[src/rtl/tp_tx_pkg.sv]
// Shared types and defaults for the two-phase bundled-data link (tp_bd_tx and its receive-side peers).
package tp_tx_pkg;

  typedef enum logic [1:0] {
    IDLE     = 2'd0,
    SETUP    = 2'd1,
    WAIT_ACK = 2'd2
  } tx_state_e;

  localparam int unsigned TPTX_SETUP_CYC   = 1;
  localparam int unsigned TPTX_SYNC_STAGES = 2;
  localparam int unsigned TPTX_TIMEOUT_CYC = 1024;
  localparam int unsigned SETUP_CNT_W      = 8;

endpackage

[src/rtl/tp_sync_edge.sv]
// N-flop synchroniser for an asynchronous toggle signal, plus a delay flop for edge detection.
module tp_sync_edge #(
  parameter int unsigned STAGES = 2
) (
  input  logic clk,
  input  logic rst,
  input  logic i_d,
  output logic o_lvl,
  output logic o_edge_c
);

  logic [STAGES-1:0] r_sync;
  logic              r_dly;

  always_ff @(posedge clk) begin
    if (rst) begin
      r_sync <= '0;
      r_dly  <= 1'b0;
    end else begin
      r_sync <= {r_sync[STAGES-2:0], i_d};
      r_dly  <= r_sync[STAGES-1];
    end
  end

  assign o_lvl    = r_sync[STAGES-1];
  assign o_edge_c = r_sync[STAGES-1] ^ r_dly;

endmodule

[src/rtl/tp_bd_tx.sv]
// Two-phase bundled-data transmitter: holds each accepted word on tx_data, toggles tx_req, waits for a tx_ack edge.
// Optional ack timeout is enabled by defining TPTX_TIMEOUT_EN.
module tp_bd_tx
  import tp_tx_pkg::*;
#(
  parameter int unsigned DW          = 8,
  parameter int unsigned SETUP_CYC   = TPTX_SETUP_CYC,
  parameter int unsigned SYNC_STAGES = TPTX_SYNC_STAGES,
  parameter int unsigned TIMEOUT_CYC = TPTX_TIMEOUT_CYC,
  parameter int unsigned CNT_W       = 16
) (
  input  logic             clk,
  input  logic             rst,
  input  logic [DW-1:0]    in_data,
  input  logic             in_valid,
  output logic             in_ready,
  output logic [DW-1:0]    tx_data,
  output logic             tx_req,
  input  logic             tx_ack,
  output logic             busy,
  output logic [CNT_W-1:0] sent_cnt,
  output logic             err_proto,
  output logic             err_timeout
);

  tx_state_e              r_state, w_state_nxt;
  logic [SETUP_CNT_W-1:0] r_setup, w_setup_nxt;
  logic [DW-1:0]          r_tx_data, w_tx_data_nxt;
  logic                   r_tx_req, w_tx_req_nxt;
  logic [CNT_W-1:0]       r_sent_cnt, w_sent_cnt_nxt;
  logic                   r_err_proto, w_err_proto_nxt;
  logic                   w_in_ready;
  logic                   w_ack_edge;
  logic                   w_unused_ack_lvl;

`ifdef TPTX_TIMEOUT_EN
  localparam int unsigned TO_W = (TIMEOUT_CYC > 1) ? $clog2(TIMEOUT_CYC) : 1;
  logic [TO_W-1:0] r_to_cnt, w_to_cnt_nxt;
  logic            r_err_timeout, w_err_timeout_nxt;
`else
  localparam int unsigned unused_timeout_cyc = TIMEOUT_CYC;
`endif

  tp_sync_edge #(.STAGES(SYNC_STAGES)) u_ack_sync (
    .clk      (clk),
    .rst      (rst),
    .i_d      (tx_ack),
    .o_lvl    (w_unused_ack_lvl),
    .o_edge_c (w_ack_edge)
  );

  // Next-state and datapath updates; only ack edges matter, never the req/ack level relation.
  always_comb begin
    w_state_nxt     = r_state;
    w_setup_nxt     = r_setup;
    w_tx_data_nxt   = r_tx_data;
    w_tx_req_nxt    = r_tx_req;
    w_sent_cnt_nxt  = r_sent_cnt;
    w_err_proto_nxt = r_err_proto;
    w_in_ready      = 1'b0;
`ifdef TPTX_TIMEOUT_EN
    w_to_cnt_nxt      = r_to_cnt;
    w_err_timeout_nxt = r_err_timeout;
`endif
    unique case (r_state)
      IDLE: begin
        w_in_ready = 1'b1;
        if (w_ack_edge) w_err_proto_nxt = 1'b1;
        if (in_valid) begin
          w_tx_data_nxt = in_data;
          w_setup_nxt   = SETUP_CNT_W'(SETUP_CYC - 1);
          w_state_nxt   = SETUP;
        end
      end
      SETUP: begin
        if (w_ack_edge) w_err_proto_nxt = 1'b1;
        if (r_setup == '0) begin
          w_tx_req_nxt = ~r_tx_req;
          w_state_nxt  = WAIT_ACK;
`ifdef TPTX_TIMEOUT_EN
          w_to_cnt_nxt = '0;
`endif
        end else begin
          w_setup_nxt = r_setup - SETUP_CNT_W'(1);
        end
      end
      WAIT_ACK: begin
        if (w_ack_edge) begin
          w_sent_cnt_nxt = r_sent_cnt + CNT_W'(1);
          w_state_nxt    = IDLE;
        end
`ifdef TPTX_TIMEOUT_EN
        else if (r_to_cnt == TO_W'(TIMEOUT_CYC - 1)) begin
          w_err_timeout_nxt = 1'b1;
          w_state_nxt       = IDLE;
        end else begin
          w_to_cnt_nxt = r_to_cnt + TO_W'(1);
        end
`endif
      end
      default: w_state_nxt = IDLE;
    endcase
  end

  always_ff @(posedge clk) begin
    if (rst) begin
      r_state     <= IDLE;
      r_setup     <= '0;
      r_tx_data   <= '0;
      r_tx_req    <= 1'b0;
      r_sent_cnt  <= '0;
      r_err_proto <= 1'b0;
    end else begin
      r_state     <= w_state_nxt;
      r_setup     <= w_setup_nxt;
      r_tx_data   <= w_tx_data_nxt;
      r_tx_req    <= w_tx_req_nxt;
      r_sent_cnt  <= w_sent_cnt_nxt;
      r_err_proto <= w_err_proto_nxt;
    end
  end

`ifdef TPTX_TIMEOUT_EN
  always_ff @(posedge clk) begin
    if (rst) begin
      r_to_cnt      <= '0;
      r_err_timeout <= 1'b0;
    end else begin
      r_to_cnt      <= w_to_cnt_nxt;
      r_err_timeout <= w_err_timeout_nxt;
    end
  end
  assign err_timeout = r_err_timeout;
`else
  assign err_timeout = 1'b0;
`endif

  assign in_ready  = w_in_ready;
  assign busy      = (r_state != IDLE);
  assign tx_data   = r_tx_data;
  assign tx_req    = r_tx_req;
  assign sent_cnt  = r_sent_cnt;
  assign err_proto = r_err_proto;

endmodule

[config.mk]
export PLATFORM = sky130hd
export DESIGN_NAME = tp_bd_tx
export DESIGN_NICKNAME = d
export VERILOG_FILES = /design/src/rtl/tp_tx_pkg.sv /design/src/rtl/tp_sync_edge.sv /design/src/rtl/tp_bd_tx.sv
export SDC_FILE = /design/constraint.sdc
export NUM_CORES = 1
export LEC_CHECK = 0
export ABC_CLOCK_PERIOD_IN_PS = 2700
export BUFFER_PORTS_ARGS = -buffer_cell sky130_fd_sc_hd__buf_2
export CAP_MARGIN = 15
export CORE_ASPECT_RATIO = 1.1
export CORE_MARGIN = 5
export CORE_UTILIZATION = 40
export CTS_CLUSTER_DIAMETER = 50
export DETAILED_ROUTE_END_ITERATION = 6
export SETUP_SLACK_MARGIN = 0.4
export SYNTH_ARGS = -nofsm -noshare
export SYNTH_HDL_FRONTEND = slang
export SYNTH_SLANG_ARGS = --single-unit
[constraint.sdc]
create_clock -name clk -period 2.7 [get_ports clk]
set_input_delay 0.54 -clock clk [delete_from_list [all_inputs] [get_ports clk]]
set_output_delay 0.54 -clock clk [all_outputs]
set_load 0.005 [all_outputs]
## Word-level counts from Yosys, hierarchy flattened

Index checks and enable logic that the tools add are counted.

- Flip-flop bits (word level): 39
- Word-level logic and storage cells: 37
- Output and inout port bits: 29
- Input bits: 12

- Muxes and demuxes: 8
- Reduce and logical (&&, ||, !) cells: 11
- Bitwise logic cells: 2
- $add $sub $neg: 2
- Eq/ne operators: 6

Operators by type and width:

| kind | number |
|---|---|
| $add A16 B1 Y16 const B | 1 |
| $mux W8 | 2 |
| $pmux W8 S2 | 1 |
| $logic_not A8 Y1 | 1 |
| $reduce_and A2 Y1 | 4 |
| $sub A8 B1 Y8 const B | 1 |
| $mux W2 | 3 |
| $ne A2 B2 Y1 const B | 3 |
| $pmux W2 S3 | 1 |
| $reduce_and A3 Y1 | 2 |
| $reduce_bool A2 Y1 | 2 |
| $eq A2 B1 Y1 const B | 1 |
| $eq A2 B2 Y1 const B | 1 |
| $logic_not A2 Y1 | 1 |
| $ne A2 B1 Y1 const B | 1 |
| $reduce_or A2 Y1 | 1 |
| $mux W1 | 1 |
| $not A1 Y1 | 1 |
| $xor A1 B1 Y1 | 1 |

## Depth between registers and ports, before layout

- Depth in word-level cells: 3
- Mapped depth: 6
- Depth with buffers taken out: 6

## Cells and area by module

From an unflattened synthesis, not the netlist that was laid out.

- Cells, all modules: 199
- Area total of the unflattened synthesis: 1707.9 µm²

Modules (own cells, without submodules):

| module | cells an instance | area an instance (µm²) | sequential area each (µm²) | instances |
|---|---|---|---|---|
| tp_bd_tx | 192 | 1620.3 | 720.7 | 1 |
| tp_sync_edge | 7 | 87.6 | 60.1 | 1 |

## Least setup slack after synthesis

No wires, ideal clock.

- Path kind: flip-flop to flip-flop
- Start: reg r_setup[0]
- End: reg r_setup[3]
- Clock period less this slack: 1912 ps
- Stages on the path, launching flop included: 7
- Library setup time: 121 ps
- Buffers on the path: 0
- Data arrival time: 1791 ps
- Setup slack: 788 ps
- Required time: 2579 ps
- Path through: dfxtp_1 > inv_1 > ha_1 > or4b_2 > o311ai_0 > xor2_1 > nor2_1

- Longest elaborated chain between the ends: 3
- Elaborated cells on any way between the ends: 6
- Those cells by class: add/sub (1); eq/ne (1); mux (2); reduce/logical (2)

Ends and longest elaborated chain:

| item | RTL line | RTL |
|---|---|---|
| start, declared | tp_bd_tx.sv:27 | `logic [SETUP_CNT_W-1:0] r_setup, w_setup_nxt;` |
| start signal, assigned | tp_bd_tx.sv:115 | `r_setup <= w_setup_nxt;` |
| $sub A8 B1 Y8 / $logic_not A8 Y1 (equally long branches) | tp_bd_tx.sv:84, tp_bd_tx.sv:77 |  |
| $mux W8 / $ne A2 B2 Y1 (equally long branches) | -- |  |
| $pmux W8 S2 / $reduce_and A3 Y1 (equally long branches) | -- |  |

Parallel ways exist; a longest one is shown, timed or not. The select of a mux whose other input is x is not followed.
A chain may end at the register's enable or synchronous reset.

## Final worst setup path

Ends and elaborated chain as after synthesis.

==> results.cfg <==
[clock_tree]
clock_sinks = 39
cts_resized = 0
postCtsSetupRepairBufs = 0
cts-root-buf = clkbuf_8
cts_buffers = 5
ctsHoldBuffers = 0
h-tree-depth = 2
clk_latency_ns = 0.29
cts.reportedPaths.clkPinSlew_ns = 0.08
cts_tree = built
clockBufferDepth = 2

[setup_path]
cp.required_ns = 2.88
r2r_cells = 6
cp-start-kind = flip-flop
endpoint_kind = flip-flop
reg2reg_slack_ns = 0.70
crit_type = reg -> reg
worstPathArrival_ns = 2.17
worstPathMaxFanout = 5

[route]
vias_per_cell = 5.024
drt_first_iter_violations = 49
dr.pass1.iters = 4
post-route-drc-count = 0
drt_wl_total_um = 3454
drtAntennaViolNets = 0
vias = 1462
wl_per_cell_um = 11.87

[grt]
grt_pass1_vias = 1355
grt_antenna_before_repair = 0
use_met3_pct = 4.866
grt_pass1_wl_um = 5934
grt_max_degree = 22
use_met2_pct = 20.95
grtUsageMet1_pct = 15.20
grt_usage_pct = 12.97
grt_overflow = 0
busiest_layer = met2

[outcome]
status = finished clean

[cells_and_area]
area_growth_pct = 18.30
nNetsFinal = 251
utilization_pct = 47.88
instances_no_fill = 291
diodes = 0
final_cell_mix = dfxtp_1 (39), buf_2 (39), nand2_1 (25)
drive_gt1_share_pct = 20.25

[timing]
grt_setup_unrepaired = no
max_slew_margin_pct = 62.69
setup_ws_ns = 0.7026
setup_viol = 0
finalMaxSlewViolations = 0
finalHoldViolations = 0
finalCritPeriodShare_pct = 73.98
clock-skew-final_ns = 0.009127
tightest_slew_ns = 0.5554
fin_crit_ns = 1.997
achievable-frequency_ghz = 0.5007
setup_tns_ns = 0

[min_path]
min_path_type = reg -> reg
min_path_cells = 1

[yosys]
synth_ff_type = dfxtp_1
synth_nets = 213
synth.avg_cell_area_um2 = 8.632
synth_seq_cells = 39
synth_async_sr_flop_share_pct = 0
yosysUniqueCellTypes = 36
syn_inst = 198
ys_warn_count = 0
syn_area_um2 = 1709
ys_seq_area_share_pct = 45.68
synth_edf_count = 0

[floorplanning]
die_w_um = 72.33
core_um2 = 4223
io_pins = 41
die_y_um = 78.56
rows = 25
die_area_um2 = 5682
start_util_pct = 40.47

[place]
gp_congestion = 0.7360
post-dp-hpwl_um = 2541
placed_cells = 283
portBuffers = 39
post-place-ws_ns = 0.6831

[pwr]
p_leak_nw = 0.8275
ir_drop_v = 0.0003767
total_power_mw = 1.205
powerDensity_nw_per_um2 = 596.2

[flow_run]
maxCapViolCount = 0
-- critical path, stage by stage, from the launching register on --
cell	delay (ns)
dfxtp_1	0.32
inv_1	0.10
ha_1	0.19
or4b_2	0.68
o311ai_0	0.38
xor2_1	0.18
nor2_1	0.05
-- per-layer routing --
metal / part of all wire [%] / vias to the layer above
li1: - / 757
met1: 45 / 662
met2: 46 / 39
met3: 7.7 / 4
met4: 1.1 / 0
met5: 0 / -
-- metrics by stage --
step	instance area, um2	hold slack, ns
2_1_floorplan	1709	0.4138
3_3_place_gp	1941	0.4243
3_5_place_dp	1941	0.4261
4_1_cts	2022	0.4435
5_1_grt	2022	0.4651
6_report	2022	0.4394
-- final cells by class --
| class | instances | area (um2) |
|---|---|---|
| tap | 54 | 67.56 |
| fill | 441 | 2201 |
| timing repair buffer | 40 | 202.7 |
| clock buffer | 7 | 76.32 |
| clock inverter | 1 | 5.005 |
| sequential | 39 | 780.7 |
| multi-input combinational | 145 | 870.8 |
| inverter | 5 | 18.77 |
-- sequential cells by signal, summed over array words and instances, names as in the netlist --
register and flops:
r_setup 8, u_ack_sync.r_dly 1, err_proto 1, tx_req 1
r_state 2, sent_cnt 16, tx_data 8, u_ack_sync.r_sync 2
-- power by group --
group	internal [mW]	switching (mW)	total, mW
clock network	0.181	0.195	0.376
registers	0.607	0.0330	0.640
logic	0.0826	0.106	0.189
-- logic make-up (layout without fill, tap and decap cells) --
| group | count (synthesis) | after routing | synth area share (%) |
|---|---|---|---|
| xor+xnor | 17 | 17 | 8.711 |
| simple gates | 91 | 91 | 27.60 |
| other cells | 1 | 1 | 0.2194 |
| flops | 39 | 39 | 45.68 |
| buf+inv | 14 | 53 | 3.368 |
| compound gates | 33 | 33 | 12.23 |
| fa+ha+maj | 3 | 3 | 2.196 |
-- synth_stat cells (2+ instances only) --
cell type | n | area [um2]
dfxtp_1 | 39 | 780.8
nand2_1 | 25 | 93.84
nor2_1 | 24 | 90.09
a21oi_1 | 19 | 95.09
xor2_1 | 12 | 105.1
clkbuf_1 | 7 | 26.28
nand3_1 | 6 | 30.03
o21ai_0 | 6 | 30.03
inv_1 | 5 | 18.77
nand4_1 | 5 | 31.28
nor2b_1 | 5 | 31.28
or3_1 | 5 | 31.28
xnor2_1 | 5 | 43.79
ha_1 | 3 | 37.54
nor4b_1 | 3 | 26.28
o31ai_1 | 3 | 22.52
or4_1 | 3 | 22.52
and2_1 | 2 | 12.51
and4_1 | 2 | 17.52
nand2b_1 | 2 | 12.51
o2111ai_1 | 2 | 17.52
-- path summary, 6_finish.rpt --
check                                           from                    to
worst min register to register  u_ack_sync.r_sync[0]  u_ack_sync.r_sync[1]
worst max register to register            r_setup[0]            r_setup[3]
worst max-delay path                      r_setup[0]            r_setup[3]
worst min-delay path            u_ack_sync.r_sync[0]  u_ack_sync.r_sync[1]
(Power assumes the default switching activity.)
